`src/rtl/draw_sequencer.sv`:
```
// Baccarat dealing sequencer: issues card-load strobes and latches the win lights.
// Define DRAW_RULES_EN to enable the third-card rules; otherwise every round compares after two cards each.
module draw_sequencer (
  input  logic       slow_clock,
  input  logic       resetb,
  input  logic [3:0] pscore,
  input  logic [3:0] dscore,
  input  logic [3:0] pcard3,
  output logic       load_pcard1,
  output logic       load_pcard2,
  output logic       load_pcard3,
  output logic       load_dcard1,
  output logic       load_dcard2,
  output logic       load_dcard3,
  output logic       player_win_light,
  output logic       dealer_win_light
);

  typedef enum logic [3:0] {
    IDLE    = 4'd0,
    DEAL_P1 = 4'd1,
    DEAL_D1 = 4'd2,
    DEAL_P2 = 4'd3,
    DEAL_D2 = 4'd4,
    EVAL_P  = 4'd5,
    DEAL_P3 = 4'd6,
    EVAL_D  = 4'd7,
    DEAL_D3 = 4'd8,
    COMPARE = 4'd9,
    DONE    = 4'd10
  } state_e;

  state_e state_q, state_d;
  logic   playerWin_q, playerWin_d;
  logic   dealerWin_q, dealerWin_d;
  logic   goThird;
  logic [3:0] pSat, dSat;

  // Out-of-range hand totals are clamped to the best legal total.
  assign pSat = (pscore > 4'd9) ? 4'd9 : pscore;
  assign dSat = (dscore > 4'd9) ? 4'd9 : dscore;

`ifdef DRAW_RULES_EN
  logic       playerDrew_q, playerDrew_d;
  logic [3:0] p3Value;
  logic       dealerDraws;

  // Tens and face cards count zero toward the dealer's third-card decision.
  assign p3Value = (pcard3 >= 4'd10) ? 4'd0 : pcard3;

  always_comb begin
    dealerDraws = 1'b0;
    if (playerDrew_q) begin
      case (dSat)
        4'd0, 4'd1, 4'd2: dealerDraws = 1'b1;
        4'd3:             dealerDraws = (p3Value != 4'd8);
        4'd4:             dealerDraws = (p3Value >= 4'd2) && (p3Value <= 4'd7);
        4'd5:             dealerDraws = (p3Value >= 4'd4) && (p3Value <= 4'd7);
        4'd6:             dealerDraws = (p3Value >= 4'd6) && (p3Value <= 4'd7);
        default:          dealerDraws = 1'b0;
      endcase
    end else begin
      dealerDraws = (dSat <= 4'd5);
    end
  end

  assign goThird = 1'b1;
`else
  logic unused_pcard3;
  assign unused_pcard3 = ^pcard3;
  assign goThird = 1'b0;
`endif

  always_comb begin
    state_d     = state_q;
    playerWin_d = playerWin_q;
    dealerWin_d = dealerWin_q;
`ifdef DRAW_RULES_EN
    playerDrew_d = playerDrew_q;
`endif
    case (state_q)
      IDLE: begin
        state_d = DEAL_P1;
`ifdef DRAW_RULES_EN
        playerDrew_d = 1'b0;
`endif
      end
      DEAL_P1: state_d = DEAL_D1;
      DEAL_D1: state_d = DEAL_P2;
      DEAL_P2: state_d = DEAL_D2;
      DEAL_D2: state_d = EVAL_P;
      EVAL_P: begin
        if (!goThird || pSat >= 4'd8 || dSat >= 4'd8) begin
          state_d = COMPARE;
        end else if (pSat <= 4'd5) begin
          state_d = DEAL_P3;
        end else begin
          state_d = EVAL_D;
        end
      end
`ifdef DRAW_RULES_EN
      DEAL_P3: begin
        state_d      = EVAL_D;
        playerDrew_d = 1'b1;
      end
      EVAL_D:  state_d = dealerDraws ? DEAL_D3 : COMPARE;
      DEAL_D3: state_d = COMPARE;
`endif
      COMPARE: begin
        playerWin_d = (pSat >= dSat);
        dealerWin_d = (dSat >= pSat);
        state_d     = DONE;
      end
      DONE:    state_d = DONE;
      default: state_d = IDLE;
    endcase
  end

  always_ff @(posedge slow_clock) begin
    if (!resetb) begin
      state_q     <= IDLE;
      playerWin_q <= 1'b0;
      dealerWin_q <= 1'b0;
    end else begin
      state_q     <= state_d;
      playerWin_q <= playerWin_d;
      dealerWin_q <= dealerWin_d;
    end
  end

`ifdef DRAW_RULES_EN
  always_ff @(posedge slow_clock) begin
    if (!resetb) begin
      playerDrew_q <= 1'b0;
    end else begin
      playerDrew_q <= playerDrew_d;
    end
  end
`endif

  // Strobes decode straight from the state so each lasts exactly one cycle.
  assign load_pcard1 = (state_q == DEAL_P1);
  assign load_dcard1 = (state_q == DEAL_D1);
  assign load_pcard2 = (state_q == DEAL_P2);
  assign load_dcard2 = (state_q == DEAL_D2);
`ifdef DRAW_RULES_EN
  assign load_pcard3 = (state_q == DEAL_P3);
  assign load_dcard3 = (state_q == DEAL_D3);
`else
  assign load_pcard3 = 1'b0;
  assign load_dcard3 = 1'b0;
`endif

  assign player_win_light = playerWin_q;
  assign dealer_win_light = dealerWin_q;

endmodule

```
`config.mk`:
```
export PLATFORM = sky130hd
export DESIGN_NAME = draw_sequencer
export DESIGN_NICKNAME = d
export VERILOG_FILES = /design/src/rtl/draw_sequencer.sv
export SDC_FILE = /design/constraint.sdc
export NUM_CORES = 1
export LEC_CHECK = 0
export BUFFER_PORTS_ARGS = -buffer_cell sky130_fd_sc_hd__buf_2
export CORE_AREA = 2 2 39 41
export DETAILED_ROUTE_END_ITERATION = 12
export DIE_AREA = 0 0 41 43
export HOLD_SLACK_MARGIN = 0.05
export PLACE_DENSITY = 0.65
export RECOVER_POWER = 25
export REMOVE_ABC_BUFFERS = 1
export SKIP_CTS_REPAIR_TIMING = 1
export SYNTH_ARGS = -nofsm -noshare
export SYNTH_HDL_FRONTEND = slang
export SYNTH_SLANG_ARGS = --single-unit
```
`constraint.sdc`:
```
create_clock -name slow_clock -period 4.1 [get_ports slow_clock]
set_input_delay 1.23 -clock slow_clock [delete_from_list [all_inputs] [get_ports slow_clock]]
set_output_delay 1.23 -clock slow_clock [all_outputs]
set_load 0.02 [all_outputs]
```
Yosys cells after proc, flatten, opt, wreduce, memory -nomap -nowiden
Cells that the tools add are included.
{ "totals": {"memories": 0, "ram_bits": 0, "input_bits": 14, "regBits": 6, "mem_bits_ro": 0, "latch_bits": 0} }
{ "classes": {"eq_ne": 7, "add_sub_neg": 0, "mux": 3, "mul": 0, "n_div": 0, "reduce_logical": 2, "bitwise": 0, "n_shift": 0, "order_cmp": 4} }
{ "ops": {"columns": ["cell", "n"], "rows": [
  ["case mux 4 bit (7 select lines)", 1],
  ["== test 4 x 2 -> 1 bit (second input constant)", 2],
  ["== test 4 x 3 -> 1 bit (second input constant)", 2],
  ["== test 4 bit (second input constant)", 2],
  [">= comparator 4 bit", 2],
  ["> comparator 4 bit (second input constant)", 2],
  ["2-to-1 mux 4 bit", 2],
  ["== test 4 x 1 -> 1 bit (second input constant)", 1],
  ["zero test 4 bit", 1],
  ["OR reduction 2 bit", 1]
]} }

Logic depth before layout (Yosys ltp)
{ "logic_depth": {"ltp_word": 3, "mapped_depth": 7, "mapped_depth_nobuf": 7} }

Worst setup path after synthesis
OpenSTA, ideal clock, no wires.
{ "synth_timing": {"path_type": "flip-flop to output port", "startpoint": "register state_q[0]", "endpoint": "output port load_dcard1", "t_arrival_ps": 985, "slack_ps": 1885, "stages_incl_launch_ff": 3, "cell_sequence": "dfxtp_1 > nand2b_1 > nor3_1"} }
{ "synth_via": {"elab_chain_cells": 1} }
{ "synth_lines": {"columns": ["element", "line_no", "rtl"], "rows": [
  ["start: declaration", "33", "state_e state_q, state_d;"],
  ["start signal: assignment", "125", "state_q <= state_d;"],
  ["== test 4 x 2 -> 1 bit", "143", "assign load_dcard1 = (state_q == DEAL_D1);"],
  ["end: declaration", "12", "output logic load_dcard1,"]
]} }
No other way between the ends.

Worst setup path in the final report
{ "layout_timing": {"startpoint": "register state_q[2]", "endpoint": "output port load_dcard2"} }
{ "layout_via": {"elab_chain_cells": 1} }
{ "layout_lines": {"columns": ["element", "line_no", "rtl"], "rows": [
  ["== test 4 x 3 -> 1 bit", "145", "assign load_dcard2 = (state_q == DEAL_D2);"],
  ["end: declaration", "13", "output logic load_dcard2,"]
]} }
No other way between the ends.

==> key figures <==
Worst setup path
  – Critical-path top delay cell: dfxtp_1
  – Worst Reg-to-Reg Cells: 4
  – Capture instance of the worst register-to-register path: dealer_win_light
  – Origin of the critical flop-to-flop path: state_q[3]
  – Capture point of the worst path: load_dcard2
  – Critical Path Source: state_q[2]
  – Critical path type: flip-flop to output pin
  – Crit path max fanout: 8
  – Kind of capture point of the worst setup path: output pin
  – Largest stage delay, worst path: 480 ps
  – Nature of the critical path startpoint: flip-flop
  – Worst path cell trace: nor4b_2 -> buf_2
  – Critical path data arrival time: 1220 ps
  – Required time reported for the critical path endpoint: 2870 ps
  – Setup slack, reg-to-reg: 2970 ps

Die
  – I/O pin total: 22
  – Die span in y: 43 um
  – Core region area: 1384 um2
  – X dimension of the die: 41 um
  – Standard-cell row count: 14
  – Initial cell density of the core: 33.09%
  – Die ar.: 1763 um2

Routing
  – Iteration-0 DRC Markers: 1
  – Antenna viol nets, final: 0
  – Detail-routed via count per cell: 4.524
  – Wirelength per Cell: 9.122 um
  – DRC violation count after routing: 0
  – Number of vias in the routed layout: 371
  – Detailed-routing iteration count for the pre-antenna-repair pass: 3
  – Final wirelength: 748 um

Clock network
  – CTS tree: yes
  – Insertion delay of the later-clocked pin in the worst-skew pair: 240 ps
  – Cell at the root of the clock tree: clkbuf_4
  – H-Tree Depth: 1
  – Number of buffers on the longest clock path: 2
  – Number of clock buffers inserted by TritonCTS: 3
  – Clock net sink count: 6
  – CTS clock-pin slew for the worst setup and hold paths: 40 ps

Logic synthesis
  – Top-area cell type share of the netlist area: 26.23%
  – Number of synthesized register bits: 6
  – Register area share after synthesis: 26.23%
  – Mapped Area: 457.9 um2
  – Cells after Synth: 52
  – Leading cell types by total area after synthesis: dfxtp_1 26%, ha_1 11%, nand2b_4 6.0%, nand2_1 4.1%, nand2b_1 4.1%
  – Total number of yosys warnings: 0
  – Post-synth top area cell: dfxtp_1
  – Syn avg cell area: 8.807 um2
  – Distinct cell type count of the synthesized netlist: 29

Pwr
  – Total power divided by cell area: 284.1 nW/um2
  – Max VDD drop: 0.08543 mV
  – LEAKAGE: 0.2452 nW

Global routing
  – Gr ovfl total: 0
  – Initial antenna violation count: 0
  – Global-route wire length before repair: 1.214 mm
  – Total routing usage reported by global routing: 10.74%
  – Number of global-route vias before repair: 316
  – Pin count of the biggest net entering global routing: 9

Layout
  – FF+latch area: 120.1 um2
  – Final core occ: 38.88%
  – Fraction of layout cells with a size suffix above 1: 33.33%
  – Net count of the finished layout: 86
  – Multi-input combinational cell area: 294.0 um2
  – Final std cell area, no fill: 538.0 um2
  – Count of fill cells added during filler insertion: 147
  – Diode count: 0
  – Post-synthesis to final-layout area growth: 17.49%

STA
  – Shortest clock period the worst path allows after layout: 2446 ps
  – Setup repair after global routing missed its margin: false
  – Total Negative Setup Slacks: 0 ps
  – Final critical-path share of the clock period: 59.66%
  – Post-route clock skew: 0.4226 ps
  – Highest attainable clock frequency: 408.8 MHz
  – Final setup violation count: 0
  – Slew Limit Fails: 0
  – Final Hold Vio Count: 0

Placement
  – Cell Area, Placed: 521.8 um2
  – Final weighted congestion in routability-driven placement: 0.5889
  – Number of buffers inserted by port buffering: 15

Status
  – Outcome: finished, final reports clean

Run
  – Max Cap Viol: 0

Min path
  – Type of the most critical hold path: flip-flop to flip-flop
## cell families after synthesis
group | synth area share, %
AO/OA/AOI/OAI | 15.03
XOR/XNOR | 1.913
adder cells (fa/ha/maj) | 10.93
buffers and inverters | 9.287
flip-flops | 26.23
multiplexers | 2.459
other | 0.8189
AND/OR/NAND/NOR | 33.33
## synthesized netlist by cell type, drive strengths merged
cell and n:
dfxtp 6, nand2b 5, ha 4, a21oi 3
xnor2 1, nor2 2, a31oi 1, o21a 2
nor3b 1, nor3 3, nand4 1, nor4b 1
buf 4, o221a 1, o21ai 3, mux2 1
conb 1, inv 2, nand2 5, o22ai 1
clkbuf 1, and2 1, nor2b 2
## metrics by stage
| step | hold slack, ps | power, W | worst slack, ps | cells |
|---|---|---|---|---|
| after global routing | 575.2 | 0.0001653 | 1545 | 82 |
| after detailed placement | 510.1 | 0.0001027 | 1713 | 79 |
| after CTS | 526.1 | 0.0001574 | 1641 | 82 |
| after floorplan | 536.4 | 0.00009097 | 1885 | 48 |
| after global placement | 512.1 | 0.0001018 | 1732 | 79 |
| final | 526.2 | 0.0001528 | 1654 | 82 |
## critical path: cells and delay by family (launching register included)
kind	cells	cell delay, ps
DFF	1	480
and+or+nand+nor	1	280
buffers and inverters	1	210
## cell usage in the layout (no fill, tap or decap), types with 2 or more instances in the layout
cell type	count
nor3_1	2
nand2b_4	2
buf_2	14
nand2_1	5
nor2b_1	2
dfxtp_1	6
inv_1	2
a21oi_1	3
conb_1	2
o21a_1	2
o21ai_0	2
ha_1	4
nand2b_1	3
clkbuf_4	3
## metal layers
| metal | GRT usage [%] | wire, um | part of all wire [%] |
|---|---|---|---|
| met1 | 12.54 | 317 | 42 |
| met2 | 14.69 | 378 | 51 |
| met3 | 1.571 | 53 | 7.1 |
| met4 | 12.00 | 0 | 0 |
| met5 | 0 | 0 | 0 |
## report_power, final
| part | total, W | internal [W] | switching [W] |
|---|---|---|---|
| combinational | 0.0000351 | 0.0000162 | 0.0000189 |
| sequential | 0.0000655 | 0.0000612 | 0.00000438 |
| clock | 0.0000522 | 0.0000330 | 0.0000192 |
## worst min path at each step
stage	from	end	cells past startpoint
3_5_place_dp	player_win_light	player_win_light	2
4_1_cts	player_win_light	player_win_light	2
6_report	player_win_light	player_win_light	2
3_3_place_gp	player_win_light	player_win_light	2
2_1_floorplan	state_q[1]	state_q[1]	2
5_1_grt	dealer_win_light	dealer_win_light	1
## sequential cells by signal, indices dropped and copies added (netlist names)
| signal | count |
|---|---|
| dealer_win_light | 1 |
| player_win_light | 1 |
| state_q | 4 |
## layout make-up
| cell class | count | share of cell area (%) |
|---|---|---|
| sequential | 6 | 22.33 |
| clock buffer | 3 | 4.186 |
| multi-input combinational | 40 | 54.65 |
| timing repair buffer | 15 | 13.72 |
| inverter | 2 | 1.395 |
| tap | 16 | 3.721 |
No activity file was read; power rests on OpenSTA's default activity.
